### config.mk
export PLATFORM = sky130hd
export DESIGN_NAME = bec_arbiter
export DESIGN_NICKNAME = d
export VERILOG_FILES = /design/src/rtl/bec_arbiter_pkg.sv /design/src/rtl/bec_rr_pick.sv /design/src/rtl/bec_arbiter.sv
export SDC_FILE = /design/constraint.sdc
export NUM_CORES = 1
export LEC_CHECK = 0
export CORE_MARGIN = 4
export CORE_UTILIZATION = 43
export DETAILED_ROUTE_END_ITERATION = 10
export PLACE_DENSITY = 0.93
export SETUP_SLACK_MARGIN = 0.1
export SLEW_MARGIN = 20
export SYNTH_ARGS = -nofsm -noshare
export SYNTH_HDL_FRONTEND = slang
export SYNTH_HIERARCHICAL = 1
export SYNTH_SLANG_ARGS = --single-unit
### constraint.sdc
create_clock -name clk -period 5.9 [get_ports clk]
set_input_delay 1.18 -clock clk [delete_from_list [all_inputs] [get_ports clk]]
set_output_delay 1.18 -clock clk [all_outputs]
set_load 0.005 [all_outputs]
### src/rtl/bec_arbiter_pkg.sv
`default_nettype none
// ============================================================================
// Module      : bec_arbiter_pkg
// Description : Shared types and sizes for the BEC engine arbiter.
// Revision    : 1.0
// ============================================================================
package bec_arbiter_pkg;

    localparam int c_NUM_REQ = 4;
    localparam int c_ID_W    = 2;
    localparam int c_X_W     = 18;
    localparam int c_Y_W     = 39;
    localparam int c_TMR_W   = 8;

    typedef enum logic [1:0] {
        IDLE  = 2'd0,
        START = 2'd1,
        RUN   = 2'd2,
        RESP  = 2'd3
    } state_t;

endpackage
`default_nettype wire

### src/rtl/bec_rr_pick.sv
`default_nettype none
// ============================================================================
// Module      : bec_rr_pick
// Description : Combinational 4-way round-robin picker starting at ptr.
// Revision    : 1.0
// ============================================================================
module bec_rr_pick
    import bec_arbiter_pkg::*;
(
    input  logic [c_NUM_REQ-1:0] req,
    input  logic [c_ID_W-1:0]    ptr,
    output logic [c_ID_W-1:0]    winner,
    output logic                 any
);

    logic [c_ID_W-1:0] w_idx;

    always_comb begin
        winner = ptr;
        any    = 1'b0;
        w_idx  = ptr;
        // Scan from the farthest slot back toward ptr so the nearest requester wins.
        for (int i = c_NUM_REQ - 1; i >= 0; i--) begin
            w_idx = ptr + c_ID_W'(i);
            if (req[w_idx]) begin
                winner = w_idx;
                any    = 1'b1;
            end
        end
    end

endmodule
`default_nettype wire

### src/rtl/bec_arbiter.sv
`default_nettype none
// ============================================================================
// Module      : bec_arbiter
// Description : Round-robin arbiter sharing one control engine among four
//               requesters, with per-job timeout and held response.
// Revision    : 1.0
// ============================================================================
module bec_arbiter
    import bec_arbiter_pkg::*;
#(
    parameter int TIMEOUT = 64
)
(
    input  logic                         clk,
    input  logic                         rst,
    input  logic [c_NUM_REQ-1:0]         req,
    input  logic [c_NUM_REQ*c_X_W-1:0]   req_x,
    output logic [c_NUM_REQ-1:0]         gnt,
    output logic [c_X_W-1:0]             eng_x,
    output logic                         eng_start,
    input  logic                         eng_busy,
    input  logic [c_Y_W-1:0]             eng_y,
    output logic                         rsp_valid,
    output logic [c_ID_W-1:0]            rsp_id,
    output logic [c_Y_W-1:0]             rsp_y,
    output logic                         rsp_timeout,
    input  logic                         rsp_ready
);

    localparam logic [c_TMR_W-1:0] c_TMR_LAST = c_TMR_W'(TIMEOUT - 1);

    state_t               r_state;
    state_t               w_next;
    logic [c_ID_W-1:0]    r_ptr;
    logic [c_ID_W-1:0]    r_id;
    logic [c_ID_W-1:0]    w_winner;
    logic                 w_any;
    logic [c_NUM_REQ-1:0] r_gnt;
    logic [c_X_W-1:0]     r_eng_x;
    logic [c_Y_W-1:0]     r_acc;
    logic [c_TMR_W-1:0]   r_timer;
    logic                 r_seen;
    logic                 r_timeout;
    logic                 w_done;
    logic                 w_expire;

    bec_rr_pick u_pick (
        .req    (req),
        .ptr    (r_ptr),
        .winner (w_winner),
        .any    (w_any)
    );

    // Completion needs a busy period observed in an earlier RUN cycle.
    assign w_done   = r_seen && !eng_busy;
    assign w_expire = (r_timer == c_TMR_LAST);

    always_ff @(posedge clk or posedge rst) begin
        if (rst) begin
            r_state <= IDLE;
        end else begin
            r_state <= w_next;
        end
    end

    always_comb begin
        w_next    = r_state;
        eng_start = 1'b0;
        rsp_valid = 1'b0;
        case (r_state)
            IDLE: begin
                if (w_any) begin
                    w_next = START;
                end
            end
            START: begin
                eng_start = 1'b1;
                w_next    = RUN;
            end
            RUN: begin
                if (w_done || w_expire) begin
                    w_next = RESP;
                end
            end
            RESP: begin
                rsp_valid = 1'b1;
                if (rsp_ready) begin
                    w_next = IDLE;
                end
            end
            default: w_next = IDLE;
        endcase
    end

    always_ff @(posedge clk or posedge rst) begin
        if (rst) begin
            r_ptr     <= '0;
            r_id      <= '0;
            r_gnt     <= '0;
            r_eng_x   <= '0;
            r_acc     <= '0;
            r_timer   <= '0;
            r_seen    <= 1'b0;
            r_timeout <= 1'b0;
        end else begin
            case (r_state)
                IDLE: begin
                    if (w_any) begin
                        r_gnt   <= c_NUM_REQ'(1) << w_winner;
                        r_ptr   <= w_winner + 2'd1;
                        r_id    <= w_winner;
                        r_eng_x <= req_x[w_winner*c_X_W +: c_X_W];
                    end
                end
                START: begin
                    r_acc     <= '0;
                    r_timer   <= '0;
                    r_seen    <= 1'b0;
                    r_timeout <= 1'b0;
                end
                RUN: begin
                    r_acc   <= r_acc | eng_y;
                    r_timer <= r_timer + 8'd1;
                    if (eng_busy) begin
                        r_seen <= 1'b1;
                    end
                    if (w_expire && !w_done) begin
                        r_timeout <= 1'b1;
                    end
                end
                RESP: begin
                    if (rsp_ready) begin
                        r_gnt <= '0;
                    end
                end
                default: ;
            endcase
        end
    end

    assign gnt         = r_gnt;
    assign eng_x       = r_eng_x;
    assign rsp_id      = r_id;
    assign rsp_y       = r_acc;
    assign rsp_timeout = r_timeout;

endmodule
`default_nettype wire

Word-level counts from Yosys, hierarchy flattened
Index checks and enable logic that the tools add are counted.
Widths: inputs -> output; s select.
{ "classes": {"n_shift": 2, "muxes": 31, "n_mul": 1, "bitwise": 1, "eq_ne": 9, "n_reduce_logical": 13, "div": 0, "magnitude_cmp": 4, "n_addsub": 5} }
{ "ops": {"columns": ["operator", "n"], "rows": [
  ["$pmux 39 s2", 1],
  ["$shiftx 72x8->18", 1],
  ["$or 39x39->39", 1],
  ["$pmux 8 s2", 1],
  ["$mux 2", 7],
  ["$lt 2x3->1 const B", 4],
  ["$mux 1", 12],
  ["$add 8x1->8 const B", 1],
  ["$bmux 1 s2", 4],
  ["$eq 8x6->1 const B", 1],
  ["$mux 4", 2],
  ["$ne 2x2->1 const B", 4],
  ["$pmux 2 s4", 1],
  ["$pmux 4 s2", 1],
  ["$mul 2x4->6 const B", 1],
  ["$reduce_and 2->1", 3],
  ["$reduce_and 3->1", 2],
  ["$add 2x1->2 const B", 2],
  ["$add 2x2->2 const B", 2],
  ["$eq 2x2->1 const B", 2],
  ["$pmux 1 s2", 2],
  ["$reduce_bool 2->1", 2],
  ["$shl 1x2->4 const A", 1],
  ["$eq 2x1->1 const B", 1],
  ["other kinds (5)", 7]
]} }
{ "word_totals": {"memories": 0, "input_bits": 119, "latch_bits": 0, "out_inout_bits": 66, "register_bits": 77, "ramBits": 0, "word_cells": 75, "romBits": 0} }

Depth between registers and ports, before layout
Gate-level depths: netlist of run 1.
{ "logic_depth": {"word_depth": 10, "mapped_depth": 10} }

Modules after synthesis
The synthesis of run 1 kept the hierarchy.
{ "modules_own_cells": {"columns": ["mod", "instances", "seq_area_each_um2", "area_each_um2", "cells_each"], "rows": [
  ["bec_arbiter", 1, 1926.8, 3519.6, 301],
  ["bec_rr_pick", 1, 0.0, 100.1, 16]
]} }

Worst setup path after synthesis of run 1
Ideal clock, no wire load.
{ "synth_timing": {"kind": "input-to-reg", "from": "input port req[0]", "to": "register r_ptr[1]", "arrival_ns": 3.113, "setup_ns": 0.125, "stages": 8, "slack_ns": 2.663, "n_path_buf": 2, "required_ns": 5.775, "cell_sequence": "and2b_2 > or4_1 > nand2_1 > buf_2 > buf_1 > inv_1 > ha_1 > mux2_2"} }
{ "synth_via": {"elab_chain_cells": 7, "word_cells_on_any_way": 18, "cone_classes": "add/sub: 1; mux: 16; reduce/logical: 1"} }
{ "synth_rtl": {"columns": ["item", "line_no", "rtl"], "rows": [
  ["start, declared", "bec_arbiter.sv:16", "input logic [c_NUM_REQ-1:0] req,"],
  ["$bmux 1 s2", "bec_rr_pick.sv:25", "if (req[w_idx]) begin"],
  ["$mux 1 (implied by the code)", "bec_rr_pick.sv:25", null],
  ["$mux 2 (3 in series)", "bec_rr_pick.sv:25", null],
  ["$mux 2 *", "bec_rr_pick.sv:25", null],
  ["named net w_winner[1]", "bec_arbiter.sv:36", "logic [c_ID_W-1:0] w_winner;"],
  ["$add 2x1->2 *", "bec_arbiter.sv:110", "r_ptr <= w_winner + 2'd1;"],
  ["end signal, assigned", "bec_arbiter.sv:110", null],
  ["end, declared", "bec_arbiter.sv:34", "logic [c_ID_W-1:0] r_ptr;"]
]} }
Mark *: on every way through the listed nets, which the timed path passes. The rest lies on a longest branch. The select of a mux whose other input is x is not followed.
A chain may end at the register's enable or synchronous reset.

Worst setup path after layout of run 1
{ "layout_timing": {"from": "input port req[3]", "to": "register r_ptr[1]"} }
The elaborated chain is that of the path after synthesis.

==> impl_metrics.ini, run 1 <==
[min_path]
min_path_cells = 2
whs_endpoint = rsp_y[34]$_DFFE_PP0P_
hold_path_class = flip-flop to flip-flop
hp-start = rsp_y[34]$_DFFE_PP0P_

[outcome]
outcome = finished clean

[timing]
setup-violations-final = 0
period_minus_slack_ps = 3603
finalSetupTns_ps = 0
hold_viol = 0
fin_ws_ps = 2297
slew_headroom_pct = 35.60
worst_pin_slew_ps = 963.6
fin_worst_skew_ps = 12.48
slew_violations = 0
holdWs_ps = 499.5
timing.final.crit_share_pct = 61.06
timing.fmax_ghz = 0.2776
rsz0062_at_grt = false

[yosys]
ys_seq_elements = 77
synthFlopType = dfrtp_1
synth-seq-area-share_pct = 53.23
async_reset_ff_share_pct = 100.0
synth_area_mm2 = 0.003620
synth-edff-count = 0
synth_cell_type_count = 35
synth_nets = 446
synth_cells = 317
syn_area_per_cell_um2 = 11.42
ys.warnings.count = 6

[cts]
cts_resized = 0
clock_latency_ps = 350
hold_buffers = 0
cts.sinks = 77
clk_path_buf_depth = 2
clockRootBuffer = clkbuf_8
h-tree-depth = 3
post-cts-setup-buffer-count = 0
cts_tree = done
clkTransAtPathRegs_ps = 90
cts_buffers = 9

[die]
pin_count = 185
chipWidth_um = 99.75
core_mm2 = 0.008217
die_h_um = 99.75
start_util_pct = 44.05
rows = 33
dieArea_mm2 = 0.009950

[critical_path]
start_kind = primary input
reg2reg_from = r_ptr[0]$_DFFE_PP0P_
rrSetupSlack_ps = 3240
cp.required_ps = 6130
endpoint_kind = flip-flop
r2r_end = r_ptr[1]$_DFFE_PP0P_
cp.arrival_ps = 3830
crit_type = primary input to flip-flop
r2r_cells = 6
cp_max_fo = 21

[finish]
final_cell_mix = 184 x clkdlybuf4s50_1, 77 x dfrtp_1, 46 x a21oi_1, 45 x nor2_1, 21 x nand2_1
fillers = 599
n_antenna_cell = 0
nets = 626
final_common_cell = clkdlybuf4s50_1
multi_input_area_mm2 = 0.001575
layout-drive-gt1-share_pct = 13.15
regArea_mm2 = 0.001927
fin_cells = 607
syn_to_final_growth_pct = 58.97

[routing]
vias = 3114
wire_per_inst_um = 16.06
ant_nets = 0
met3_wirelength_um = 787
met2_length_um = 5249
detail_route.iter0.violations = 116
vias_per_cell = 5.130
met1_length_um = 3536
drc = 0
drt_pass1_iterations = 4
top_layer = met4
drt-total-wl_um = 9750

[pwr]
design_power_total_mw = 2.800
ir_drop_mv = 0.2844
leakagePower_nw = 2.422
powerDensity_mw_per_mm2 = 486.7

[placed_design]
dp_hpwl_um = 7520
gp_congestion = 0.7876
portBuffers = 184
pre_cts_ws_ps = 1931
placedCellCount = 591

[grt]
first_global_vias = 3397
grt_usage_pct = 20.01
antenna_found_initial = 0
overflow = 0
grt_max_degree = 72
grt_pass1_wl_um = 15840

[job]
cap_violations = 0
metrics by stage:
stage / util (%) / area, um2
2_1_floorplan: - / 3620
3_3_place_gp: 67.52 / 5548
3_5_place_dp: 67.52 / 5548
4_1_cts: 70.03 / 5754
5_1_grt: 70.03 / 5754
6_report: 70.03 / 5754
critical path: stages:
cell and delay (ps):
clkdlybuf4s50_1 560, and3b_1 200, or4_1 470, nand2_1 640, inv_1 180, ha_1 330
mux2_2 260
synth_stat cells, types with 2 or more instances:
library cell | n | area [um2]
a21o_1 | 2 | 15.01
a21oi_1 | 46 | 230.2
and2b_2 | 2 | 17.52
and3_1 | 4 | 25.02
buf_2 | 3 | 15.01
clkbuf_1 | 14 | 52.55
dfrtp_1 | 77 | 1927
ha_1 | 10 | 125.1
inv_1 | 13 | 48.80
mux2_2 | 19 | 214.0
mux4_2 | 18 | 405.4
nand2_1 | 21 | 78.83
nand3_1 | 4 | 20.02
nor2_1 | 45 | 168.9
nor3_1 | 3 | 15.01
nor4_1 | 2 | 12.51
o21ai_0 | 15 | 75.07
xnor2_1 | 2 | 17.52
worst max-delay path by stage:
| stage | end | slack [ps] | from | cells past startpoint |
|---|---|---|---|---|
| 2_1_floorplan | r_ptr[1]$_DFFE_PP0P_ | 2660 | req[0] | 8 |
| 3_3_place_gp | r_ptr[1]$_DFFE_PP0P_ | 2080 | req[3] | 7 |
| 3_5_place_dp | r_ptr[1]$_DFFE_PP0P_ | 1930 | req[3] | 7 |
| 4_1_cts | r_ptr[1]$_DFFE_PP0P_ | 2300 | req[3] | 7 |
| 5_1_grt | gnt[0]$_DFFE_PP0P_ | 2150 | req[3] | 9 |
| 6_report | r_ptr[1]$_DFFE_PP0P_ | 2300 | req[3] | 7 |
kinds of logic (layout without fill, tap and decap cells):
logic type | Yosys count | count (layout) | synth area share [%]
AND/OR/NAND/NOR | 89 | 89 | 11.13
multiplexers | 38 | 38 | 17.42
adder cells (fa/ha/maj) | 10 | 10 | 3.457
flip-flops | 77 | 77 | 53.23
XOR/XNOR | 2 | 2 | 0.4840
buffers and inverters | 31 | 216 | 3.318
AO/OA/AOI/OAI | 70 | 70 | 10.96
final cells by class:
cell class | instances | share of cell area, %
clock buffers | 9 | 2.153
clock inverters | 7 | 1.435
flip-flops and latches | 77 | 33.49
repair buffers | 187 | 32.40
inverters | 13 | 0.8698
well taps | 105 | 2.283
multi-input cells | 209 | 27.38
layer usage:
metal,up-vias,track usage [%]
met4,0,7.563
met2,116,36.84
met5,-,0
li1,1476,-
met1,1505,21.85
met3,17,5.259
report_power, final:
| part | internal [mW] | leakage [nW] | switching, mW |
|---|---|---|---|
| logic | 0.807 | 1.35 | 0.682 |
| clock network | 0.203 | 0.104 | 0.213 |
| registers | 0.765 | 0.967 | 0.131 |
registers in the layout, summed over array words and instances (netlist names):
name / flops
rsp_timeout: 1
r_seen: 1
gnt: 4
rsp_y: 39
r_timer: 8
r_ptr: 2
r_state: 2
rsp_id: 2
eng_x: 18
Power figures use the tool's default switching activity.
==> run 2: changes to the inputs <==
CORE_UTILIZATION = 40   (was 43)
PLACE_DENSITY = 0.88   (was 0.93)
clock period = 3.69 ns   (was 5.9 ns; I/O delays follow)
==> impl_metrics.ini, run 2 (synthesis gave the netlist of run 1 again) <==
[die]
die_h_um = 103.1
core_mm2 = 0.008763
pin_count = 185
start_util_pct = 41.30
chipWidth_um = 103.1
rows = 34
dieArea_mm2 = 0.01063

[finish]
nets = 629
final_cell_mix = 184 x clkdlybuf4s50_1, 77 x dfrtp_1, 46 x a21oi_1, 45 x nor2_1, 21 x nand2_1
n_antenna_cell = 0
syn_to_final_growth_pct = 60.63
layout-drive-gt1-share_pct = 13.47
largest_reg_flops = 39
final_common_cell = clkdlybuf4s50_1

[pwr]
powerDensity_mw_per_mm2 = 790.3
ir_drop_mv = 0.3728
leakagePower_nw = 2.450

[critical_path]
reg2reg_from = r_ptr[0]$_DFFE_PP0P_
crit_start = req[3]
cp.arrival_ps = 3050
start_kind = primary input
crit_type = primary input to flip-flop
cp.required_ps = 3910
cp_top_family = buffers and inverters
endpoint_kind = flip-flop
crit_slowest_cell = clkdlybuf4s50_1
cp_max_fo = 22
cp.buffers_inverters = 2
crit_chain = clkdlybuf4s50_1, and2b_2, o21ai_0, o221a_2, buf_4, mux4_2, mux2_2
slowest_delay_ps = 560

[timing]
rsz0062_at_grt = false
finalSetupTns_ps = 0
worst_pin_slew_ps = 903.3
slew_headroom_pct = 39.64
timing.fmax_ghz = 0.3536
holdWs_ps = 496.8
slew_violations = 0
fin_worst_skew_ps = 14.27
hold_viol = 0
timing.final.crit_share_pct = 76.63
period_minus_slack_ps = 2828
fin_ws_ps = 862.3
setup-violations-final = 0

[routing]
drt_pass1_iterations = 4
wire_per_inst_um = 16.75
ant_nets = 0
drt-total-wl_um = 10270
detail_route.iter0.violations = 76
drc = 0
vias = 3127
vias_per_cell = 5.101

[cts]
cts_buffers = 9
clkTransAtPathRegs_ps = 80
h-tree-depth = 3
clockRootBuffer = clkbuf_8
cts_tree = done
cts.sinks = 77
clk_path_buf_depth = 2
post-cts-setup-buffer-count = 0
clock_latency_ps = 340
hold_buffers = 0
cts_resized = 0

[job]
cap_violations = 0

[placed_design]
gp_congestion = 0.8359
portBuffers = 184
dp_hpwl_um = 7984
pre_cts_ws_ps = 502.2

[min_path]
hp-start = rsp_y[35]$_DFFE_PP0P_
hold_path_class = flip-flop to flip-flop

[grt]
grt_max_degree = 63
overflow = 0
grt_usage_pct = 19.27
grt_pass1_wl_um = 15730
first_global_vias = 3211
antenna_found_initial = 0

[outcome]
outcome = finished clean
==> run 2: cell types whose count changed in the layout (fill, tap and decap cells not counted), sizes merged <==
cell / before / now
inv: 15 / 13
buf: 3 / 6
clkinv: 3 / 2
bufinv: 1 / 3
clkbuf: 9 / 10
==> run 2: worst reg2reg max path, delay by kind of cell (launching register included) <==
| kind | cells | cell delay, ps |
|---|---|---|
| buf+inv | 1 | 340 |
| compound gates | 2 | 360 |
| simple gates | 1 | 210 |
| mux | 2 | 850 |
| flops | 1 | 410 |
==> run 2: stage by stage <==
step                instance area [um2]  power [mW]  util, %  std cells
floorplan                          3620       2.751        -        317
global placement                   5574       3.753    63.61        597
detailed placement                 5574       3.882    63.61        597
CTS                                5813       4.659    66.33        613
global route                       5814       4.936    66.35        613
finish                             5814       4.595    66.35        613
==> run 2: final cells by class <==
class | instances | area [um2]
clock buffers | 10 | 127.6
clock inverters | 6 | 111.4
fillers | 684 | 2949
inverters | 13 | 51.30
multi-input cells | 209 | 1575
flip-flops and latches | 77 | 1927
well taps | 108 | 135.1
repair buffers | 190 | 1887
==> run 2: metal layers <==
metal	global-route usage [%]	part of all wire, %	routed length (um)	vias up
li1	-	-	-	1479
met2	32.61	51	5202	144
met3	6.360	9.5	980	16
met5	0	0	0	-
met1	22.74	38	3872	1488
met4	7.470	2.1	213	0
==> run 2: path summary, 6_finish.rpt <==
kind	end	slack [ps]	cells past startpoint
max reg2reg	eng_x[0]$_DFFE_PP0P_	1430	6
min	rsp_y[35]$_DFFE_PP0P_	500	2
min reg2reg	rsp_y[35]$_DFFE_PP0P_	500	2
max	eng_x[0]$_DFFE_PP0P_	860	7
max in group asynchronous	r_timer[5]$_DFFE_PP0P_	2080	3
min in group asynchronous	rsp_y[12]$_DFFE_PP0P_	880	2
==> run 2: power by group <==
group          switching (mW)  leakage (nW)  internal (mW)
sequential              0.218         0.967           1.22
combinational            1.08          1.37           1.31
clock                   0.310         0.116          0.450
